## config.mk

```make
export PLATFORM = sky130hd
export DESIGN_NAME = mem_fetch_decode_flat
export DESIGN_NICKNAME = d
export VERILOG_FILES = /design/src/rtl/mem_fetch_decode_if.sv /design/src/rtl/mem_fetch_decode.sv /design/src/flat_wrapper.sv
export SDC_FILE = /design/constraint.sdc
export NUM_CORES = 1
export LEC_CHECK = 0
export ABC_AREA = 1
export ABC_CLOCK_PERIOD_IN_PS = 2900
export BUFFER_PORTS_ARGS = -buffer_cell sky130_fd_sc_hd__buf_4
export CAP_MARGIN = 40
export CORE_ASPECT_RATIO = 0.7
export CORE_MARGIN = 5
export CORE_UTILIZATION = 30
export CTS_CLUSTER_DIAMETER = 30
export DETAILED_ROUTE_END_ITERATION = 6
export GPL_TIMING_DRIVEN = 0
export HOLD_SLACK_MARGIN = 0.06
export PLACE_DENSITY_LB_ADDON = 0.1
export RECOVER_POWER = 25
export SLEW_MARGIN = 20
export SYNTH_ARGS = -nofsm -noshare
export SYNTH_HDL_FRONTEND = slang
export SYNTH_SLANG_ARGS = --single-unit
```

## constraint.sdc

```tcl
create_clock -name CLK_n -period 2.9 [get_ports CLK_n]
set_input_delay 0 -clock CLK_n [delete_from_list [all_inputs] [get_ports CLK_n]]
set_output_delay 0 -clock CLK_n [all_outputs]
set_load 0.005 [all_outputs]
```

## src/rtl/mem_fetch_decode_if.sv

```systemverilog
// mem_fetch_decode_if
//  Bundles the external async memory bus and the decoded-instruction
//  valid/ready handshake used by mem_fetch_decode.
//  Signals:
//   MEM_ADDR   ADDR_W  memory address (driven by the fetch master)
//   MEM_DATA   DATA_W  memory read data (driven by the memory side)
//   MEM_OE     1       output enable, active-high
//   MEM_WE     1       write enable (the fetch master holds it low)
//   inst_valid 1       decoded instruction available
//   inst_ready 1       consumer accepts at an edge where valid&ready
//   inst_op    5       opcode field
//   inst_a     3       operand a field
//   inst_b     3       operand b field
//   inst_c     3       operand c field
//   inst_pc    ADDR_W  address the instruction was fetched from
//  Modports:
//   master  the fetch/decode block
//   slave   the memory plus execute-stage side
interface mem_fetch_decode_if #(
  parameter int ADDR_W = 12,
  parameter int DATA_W = 16
);
  logic [ADDR_W-1:0] MEM_ADDR;
  logic [DATA_W-1:0] MEM_DATA;
  logic              MEM_OE;
  logic              MEM_WE;
  logic              inst_valid;
  logic              inst_ready;
  logic [4:0]        inst_op;
  logic [2:0]        inst_a;
  logic [2:0]        inst_b;
  logic [2:0]        inst_c;
  logic [ADDR_W-1:0] inst_pc;

  modport master (
    output MEM_ADDR, MEM_OE, MEM_WE,
    input  MEM_DATA,
    output inst_valid, inst_op, inst_a, inst_b, inst_c, inst_pc,
    input  inst_ready
  );

  modport slave (
    input  MEM_ADDR, MEM_OE, MEM_WE,
    output MEM_DATA,
    input  inst_valid, inst_op, inst_a, inst_b, inst_c, inst_pc,
    output inst_ready
  );
endinterface

```

## src/rtl/mem_fetch_decode.sv

```systemverilog
// mem_fetch_decode
//  Read-only master for the external 16-bit async memory bus. Fetches the
//  word at the 12-bit PC, holds MEM_OE for WAIT_CYCLES cycles, then splits
//  the sampled word into opcode/a/b/c fields and presents it to the execute
//  stage over a valid/ready handshake. A jump reloads the PC and discards
//  any read in flight.
//  Ports:
//   CLK_n       in   rising-edge system clock
//   RST_n       in   synchronous active-low reset
//   enable      in   1 = keep fetching sequentially
//   jump_valid  in   load PC from jump_addr and flush
//   jump_addr   in   jump target (ADDR_W)
//   bus         master modport of mem_fetch_decode_if (memory bus and
//               instruction handshake)
module mem_fetch_decode #(
  parameter int ADDR_W      = 12,
  parameter int DATA_W      = 16,
  parameter int WAIT_CYCLES = 2,
  parameter int RESET_PC    = 0
) (
  input  logic                CLK_n,
  input  logic                RST_n,
  input  logic                enable,
  input  logic                jump_valid,
  input  logic [ADDR_W-1:0]   jump_addr,
  mem_fetch_decode_if.master  bus
);

  localparam logic [1:0] IDLE  = 2'd0;
  localparam logic [1:0] FETCH = 2'd1;
  localparam logic [1:0] HOLD  = 2'd2;

  localparam int WCNT_W = (WAIT_CYCLES > 1) ? $clog2(WAIT_CYCLES) : 1;
  localparam logic [WCNT_W-1:0] WCNT_LAST = WCNT_W'(WAIT_CYCLES - 1);
  localparam logic [ADDR_W-1:0] PC_INIT   = ADDR_W'(RESET_PC);

  logic [1:0]        state;
  logic [ADDR_W-1:0] pc;
  logic [WCNT_W-1:0] wcnt;
  logic [DATA_W-1:0] rd_word;

  assign rd_word = bus.MEM_DATA;

  // The two low data bits carry no instruction field.
  logic unused_low_bits;
  assign unused_low_bits = ^rd_word[1:0];

  // Jump outranks every state so an in-flight read is dropped before it can
  // be captured; MEM_ADDR is left alone because OE is already falling.
  always_ff @(posedge CLK_n) begin
    if (!RST_n) begin
      state          <= IDLE;
      pc             <= PC_INIT;
      wcnt           <= '0;
      bus.MEM_ADDR   <= PC_INIT;
      bus.MEM_OE     <= 1'b0;
      bus.MEM_WE     <= 1'b0;
      bus.inst_valid <= 1'b0;
      bus.inst_op    <= '0;
      bus.inst_a     <= '0;
      bus.inst_b     <= '0;
      bus.inst_c     <= '0;
      bus.inst_pc    <= '0;
    end else begin
      bus.MEM_WE <= 1'b0;
      if (jump_valid) begin
        pc             <= jump_addr;
        bus.MEM_OE     <= 1'b0;
        bus.inst_valid <= 1'b0;
        state          <= IDLE;
      end else begin
        case (state)
          IDLE: begin
            bus.MEM_OE <= 1'b0;
            if (enable) begin
              bus.MEM_ADDR <= pc;
              bus.MEM_OE   <= 1'b1;
              wcnt         <= '0;
              state        <= FETCH;
            end
          end
          FETCH: begin
            wcnt <= wcnt + 1'b1;
            if (wcnt == WCNT_LAST) begin
              bus.inst_op    <= rd_word[15:11];
              bus.inst_a     <= rd_word[10:8];
              bus.inst_b     <= rd_word[7:5];
              bus.inst_c     <= rd_word[4:2];
              bus.inst_pc    <= pc;
              pc             <= pc + 1'b1;
              bus.MEM_OE     <= 1'b0;
              bus.inst_valid <= 1'b1;
              state          <= HOLD;
            end
          end
          HOLD: begin
            // Back-to-back: the accepting edge also launches the next read.
            if (bus.inst_ready) begin
              bus.inst_valid <= 1'b0;
              if (enable) begin
                bus.MEM_ADDR <= pc;
                bus.MEM_OE   <= 1'b1;
                wcnt         <= '0;
                state        <= FETCH;
              end else begin
                state <= IDLE;
              end
            end
          end
          default: begin
            bus.MEM_OE     <= 1'b0;
            bus.inst_valid <= 1'b0;
            state          <= IDLE;
          end
        endcase
      end
    end
  end

endmodule

```

## src/flat_wrapper.sv

```systemverilog
// flat-port wrapper written by rule: the top's interface ports become plain ports
module mem_fetch_decode_flat 
#(
  parameter int ADDR_W      = 12,
  parameter int DATA_W      = 16,
  parameter int WAIT_CYCLES = 2,
  parameter int RESET_PC    = 0
)
  (CLK_n, RST_n, enable, jump_valid, jump_addr, bus_MEM_ADDR, bus_MEM_OE, bus_MEM_WE, bus_MEM_DATA, bus_inst_valid, bus_inst_op, bus_inst_a, bus_inst_b, bus_inst_c, bus_inst_pc, bus_inst_ready);
  mem_fetch_decode_if #(.ADDR_W(ADDR_W), .DATA_W(DATA_W)) bus_i ();
  input  logic CLK_n;
  input  logic RST_n;
  input  logic enable;
  input  logic jump_valid;
  input  logic [ADDR_W-1:0] jump_addr;
  output wire logic [$bits(bus_i.MEM_ADDR)-1:0] bus_MEM_ADDR;
  output wire logic [$bits(bus_i.MEM_OE)-1:0] bus_MEM_OE;
  output wire logic [$bits(bus_i.MEM_WE)-1:0] bus_MEM_WE;
  input wire logic [$bits(bus_i.MEM_DATA)-1:0] bus_MEM_DATA;
  output wire logic [$bits(bus_i.inst_valid)-1:0] bus_inst_valid;
  output wire logic [$bits(bus_i.inst_op)-1:0] bus_inst_op;
  output wire logic [$bits(bus_i.inst_a)-1:0] bus_inst_a;
  output wire logic [$bits(bus_i.inst_b)-1:0] bus_inst_b;
  output wire logic [$bits(bus_i.inst_c)-1:0] bus_inst_c;
  output wire logic [$bits(bus_i.inst_pc)-1:0] bus_inst_pc;
  input wire logic [$bits(bus_i.inst_ready)-1:0] bus_inst_ready;
  assign bus_MEM_ADDR = bus_i.MEM_ADDR;
  assign bus_MEM_OE = bus_i.MEM_OE;
  assign bus_MEM_WE = bus_i.MEM_WE;
  assign bus_i.MEM_DATA = bus_MEM_DATA;
  assign bus_inst_valid = bus_i.inst_valid;
  assign bus_inst_op = bus_i.inst_op;
  assign bus_inst_a = bus_i.inst_a;
  assign bus_inst_b = bus_i.inst_b;
  assign bus_inst_c = bus_i.inst_c;
  assign bus_inst_pc = bus_i.inst_pc;
  assign bus_i.inst_ready = bus_inst_ready;
  mem_fetch_decode #(.ADDR_W(ADDR_W), .DATA_W(DATA_W), .WAIT_CYCLES(WAIT_CYCLES), .RESET_PC(RESET_PC)) u_core (.CLK_n(CLK_n), .RST_n(RST_n), .enable(enable), .jump_valid(jump_valid), .jump_addr(jump_addr), .bus(bus_i));
endmodule
```

# After elaboration in Yosys (flattened, before gate mapping)
# Cells that the tools add are included.
totals:
  output_inout_bits: 41
  register_bits: 55
  in_bits: 33
  word_cells: 57
classes:
  n_reduce_logical: 13
  addsub: 2
  muxes: 22
  eq_ne: 6
  bitwise_logic: 3
op_table:
  columns: ["cell", "n"]
  rows:
  - ["$mux W12", 5]
  - ["$pmux W12 S2", 1]
  - ["$reduce_and A3 Y1", 6]
  - ["$add A12 B1 Y12 const B", 1]
  - ["$mux W1", 9]
  - ["$pmux W1 S3", 3]
  - ["$mux W2", 3]
  - ["$ne A2 B2 Y1 const B", 3]
  - ["$pmux W2 S3", 1]
  - ["$reduce_bool A2 Y1", 3]
  - ["$not A1 Y1", 3]
  - ["$reduce_bool A3 Y1", 1]
  - ["$eq A2 B1 Y1 const B", 1]
  - ["$eq A2 B2 Y1 const B", 1]
  - ["$logic_not A2 Y1", 1]
  - ["$ne A2 B1 Y1 const B", 1]
  - ["$reduce_and A2 Y1", 1]
  - ["$reduce_or A2 Y1", 1]
  - ["$add A1 B1 Y1 const B", 1]

# Depth between registers and ports, before layout
depth:
  word_depth: 4
  ltp_mapped: 10
  mapped_depth_nobuf: 9

# Worst setup path before layout
# OpenSTA, ideal clock, no wires.
synth_timing:
  kind: "flip-flop to flip-flop"
  start: "reg u_core.pc[1]"
  end: "reg u_core.pc[8]"
  stages_incl_launch_ff: 7
  required_ns: 2.777
  period_less_slack_ns: 1.269
  path_slack_ns: 1.631
  setup_ns: 0.123
  arrival_ns: 1.146
  cell_sequence: "dfxtp_1 -> ha_1 -> nand3_1 -> nor2_1 -> nand2_1 -> o211ai_1 -> a21oi_1"
synth_via:
  elab_chain_len: 4
synth_lines:
  columns: ["item", "line_no", "source"]
  rows:
  - ["from (decl)", "mem_fetch_decode.sv:38", "logic [ADDR_W-1:0] pc;"]
  - ["from (signal assigned)", "mem_fetch_decode.sv:67", "pc <= jump_addr;"]
  - ["from (signal assigned)", "mem_fetch_decode.sv:90", "pc <= pc + 1'b1;"]
  - ["$add A12 B1 Y12", "mem_fetch_decode.sv:90", null]
  - ["$mux W12", "mem_fetch_decode.sv:84", "if (wcnt == WCNT_LAST) begin"]
  - ["$mux W12", "mem_fetch_decode.sv:72", "case (state)"]
  - ["$mux W12", "mem_fetch_decode.sv:66", "if (jump_valid) begin"]
# Every way passes these cells. The select of a mux whose other input is x is not followed.
# A chain may end at the register's enable or synchronous reset.

# Final worst setup path
layout_timing:
  start: "reg u_core.state[0]"
  end: "reg u_core.pc[1]"
layout_via:
  elab_chain_len: 3
layout_lines:
  columns: ["item", "line_no", "source"]
  rows:
  - ["from (decl)", "mem_fetch_decode.sv:37", "logic [1:0] state;"]
  - ["from (signal assigned)", "mem_fetch_decode.sv:52", "state <= IDLE;"]
  - ["from (signal assigned)", "mem_fetch_decode.sv:70", "state <= IDLE;"]
  - ["from (signal assigned)", "mem_fetch_decode.sv:79", "state <= FETCH;"]
  - ["$eq A2 B1 Y1", "mem_fetch_decode.sv:72", null]
  - ["$reduce_bool A2 Y1 (no source line)", null, null]
  - ["$reduce_and A2 Y1 (no source line)", null, null]
# Every way passes these cells.

==> metrics <==
average via count per standard cell roughly 4.5; fraction of layout instances using a drive strength above 1 23.8%; share of synthesized flip-flops with an asynchronous set or reset 0%; global routing usage on met1 between 20% and 30%; Syn-to-layout area delta 42.6%; final hold violation count 0; power density cells around 430 nW/um^2; placed wire-length estimate after detailed placement about 5.0 mm; CTS resizes 0; EDFF count, synth 0; worst IR drop on VDD between 0.15 and 0.2 mV; Netlist cell types 30; post-CTS setup-driven buffer insertion count 0; busiest layer in global routing met1; library cell occupying the most area in the post-synthesis netlist sky130_fd_sc_hd__dfxtp_1; global routing usage summed across all routing layers 15.3%; most instantiated cells after synthesis sky130_fd_sc_hd__nor2_1 (65), sky130_fd_sc_hd__dfxtp_1 (55), sky130_fd_sc_hd__o21ai_0 (47); total number of vias approximately 2.3k; Wirelength per Cell approximately 14 um; die height ~84 um; sequential element share of the synthesized area about 47%; number of violations reported at the end of detailed-routing iteration 0 ~70; Clock Sinks 55; post-synthesis instance area between 2000 and 2500 sq um; cell with the most instances after synthesis sky130_fd_sc_hd__nor2_1; largest family of logic cells by synthesized area simple AND/OR/NAND/NOR gates; Port Buf Inserts 70; post-route minimum period approximately 1700 ps; startpoint type of the worst setup path flop; Worst Skew roughly 10 ps; critical setup path kind reg -> reg; share of the synthesized area in compound gates (AO/OA/AOI/OAI) roughly 20%; worst-case hold slack ~75 ps; outcome completed; width of the die about 120 um; die area a little under 10000 sq um; mux contribution to synthesized area 0%; max-slew violation count 0; post-synthesis cell count between 300 and 400; worst-case clock buffer depth 2; met3 track utilization from global routing between 4 and 5%; insertion delay to the later sink of the worst-skew pair between 300 and 400 ps; syn_nets ~340; worst hold path depth 5; Post-Synth Adder-Cell Area less than 1%; Static Leakage 1.50 nW; maximum frequency from static timing analysis between 500 and 600 MHz; Final Setup Violations 0; total detailed-routing wirelength ~7 mm; capturing element type of the critical path flop; share of the synthesized area in the top cell type between 40 and 50%; CP max FO 5; number of maximum-capacitance constraint violations 0; Syn. warnings 0; cell area after placement between 2000 and 3000 sq um; number of ports placed on the die boundary between 70 and 80; Net count, final 445; path class of the lowest-slack min-delay path in -> reg; final antenna diode count 0; maximum number of pins on one net before global-route repair 18; synth top area cells sky130_fd_sc_hd__dfxtp_1 (47%), sky130_fd_sc_hd__nor2_1 (11%), sky130_fd_sc_hd__o21ai_0 (10%); initial cell density of the core ~31%; Required @ worst endpoint between 3000 and 4000 ps; synthesized-area fraction occupied by xor and xnor cells less than 1%; area fraction in and, or, nand and nor cells after synthesis roughly 22%; initial antenna violation count 0; remaining design rule violation count 0; setup tns final 0 ps; most used flip-flop cell after synthesis sky130_fd_sc_hd__dfxtp_1; TritonCTS clock tree yes; Clock Pin Slew Worst Setup and Hold Paths around 100 ps; core utilization of the finished layout between 40% and 50%; total number of H-tree levels 2; number of cells on the worst reg-to-reg path 7; number of detailed-route iterations in the first pass 4; filler cell count 775; area of the core between 7000 and 8000 sq um; number of buffers added by the clock tree synthesis step 5; data arrival at the endpoint of the critical path about 2000 ps; post-route design area about 3300 sq um; hold-fix buffer count after cts 26; final worst path period share between 50 and 60%; cell row count 26; total global routing overflow 0; number of routed nets with antenna violations 0; count of state elements after synthesis 55; via count of the first global-routing pass about 2.3k; root buffer selected by CTS sky130_fd_sc_hd__clkbuf_8; Post-Synthesis Mean Instance Area approximately 7.5 sq um; met2 usage in global routing ~21%; final weighted congestion in routability-driven placement 0.771; first-pass GRT wire length between 10 and 15 mm; RSZ-0062 raised after global routing false
[cells by family (layout without fill, tap and decap cells)]
group / after synthesis / after routing
xor+xnor: 2 / 2
compound gates: 89 / 89
fa+ha+maj: 1 / 1
other cells: 1 / 1
flops: 55 / 55
simple gates: 122 / 122
buf+inv: 38 / 141
[path summary, 6_finish.rpt]
| path | start | slack, ps | to |
|---|---|---|---|
| max | u_core.state[0] | 1200 | u_core.pc[1] |
| min reg2reg | u_core.bus.inst_valid | 490 | u_core.bus.inst_valid |
| max reg2reg | u_core.state[0] | 1200 | u_core.pc[1] |
| min | jump_addr[8] | 80 | u_core.pc[8] |
[cells in the final DEF, fill, tap and decap left out, types with 2 or more instances in the layout]
cell and count:
sky130_fd_sc_hd__clkbuf_1 4, sky130_fd_sc_hd__nand3_1 10, sky130_fd_sc_hd__nand2_2 2, sky130_fd_sc_hd__dfxtp_1 55, sky130_fd_sc_hd__inv_1 17, sky130_fd_sc_hd__clkbuf_8 5, sky130_fd_sc_hd__o21ai_0 47, sky130_fd_sc_hd__nand2_4 2
sky130_fd_sc_hd__nand4_1 2, sky130_fd_sc_hd__clkbuf_4 22, sky130_fd_sc_hd__a21oi_1 33, sky130_fd_sc_hd__nor2_1 65, sky130_fd_sc_hd__o211ai_1 3, sky130_fd_sc_hd__inv_2 4, sky130_fd_sc_hd__a31oi_1 2, sky130_fd_sc_hd__xor2_1 2
sky130_fd_sc_hd__buf_2 6, sky130_fd_sc_hd__dlygate4sd3_1 26, sky130_fd_sc_hd__buf_4 50, sky130_fd_sc_hd__nand2_1 39
[area by class of cell]
cell class              instances  area [sq um]  area share [%]
clock inverters                 2          16.3           0.491
inverters                      22          82.6            2.49
multi-input cells             215          1020            30.9
repair buffers                 96           782            23.6
clock buffers                   5          68.8            2.08
plain buffers                  16           114            3.44
well taps                      98           123            3.70
flip-flops and latches         55          1100            33.3
[power breakdown]
part           internal [mW]  total [mW]  switching (mW)
combinational          0.103       0.200          0.0968
sequential             0.783       0.804          0.0209
clock                  0.169       0.424           0.255
total                   1.05        1.43           0.373
[flip-flops by register name (all words and copies together) (netlist names), 2 cells and up]
name and count:
u_core.pc 12, u_core.bus.inst_a 3, u_core.state 2, u_core.bus.inst_pc 12, u_core.bus.inst_op 5, u_core.bus.MEM_ADDR 12
u_core.bus.inst_c 3, u_core.bus.inst_b 3
[metrics by stage]
step                      power (mW)  setup slack (ps)  instances
after floorplan                0.903              1630        308
after global placement         0.994              1390        476
after detailed placement       0.994              1390        476
after CTS                       1.45              1230        509
after global routing            1.51              1010        509
final                           1.43              1200        509
[per-layer routing]
layer,vias up,share of wire [%],wire length (um)
li1,1210,-,-
met1,1038,53,3670
met2,50,40,2800
met3,5,6.2,430
met4,0,0.58,40
met5,-,0,0
[worst max-delay path, cell delays in order (launching register included)]
cell and delay (ps):
sky130_fd_sc_hd__dfxtp_1 420, sky130_fd_sc_hd__nand2_2 100, sky130_fd_sc_hd__nor2_1 90, sky130_fd_sc_hd__nor2_1 50, sky130_fd_sc_hd__inv_1 170, sky130_fd_sc_hd__o21ai_0 100
sky130_fd_sc_hd__a31oi_1 150, sky130_fd_sc_hd__dlygate4sd3_1 560
Note: power is estimated with default switching activity, not from simulation.
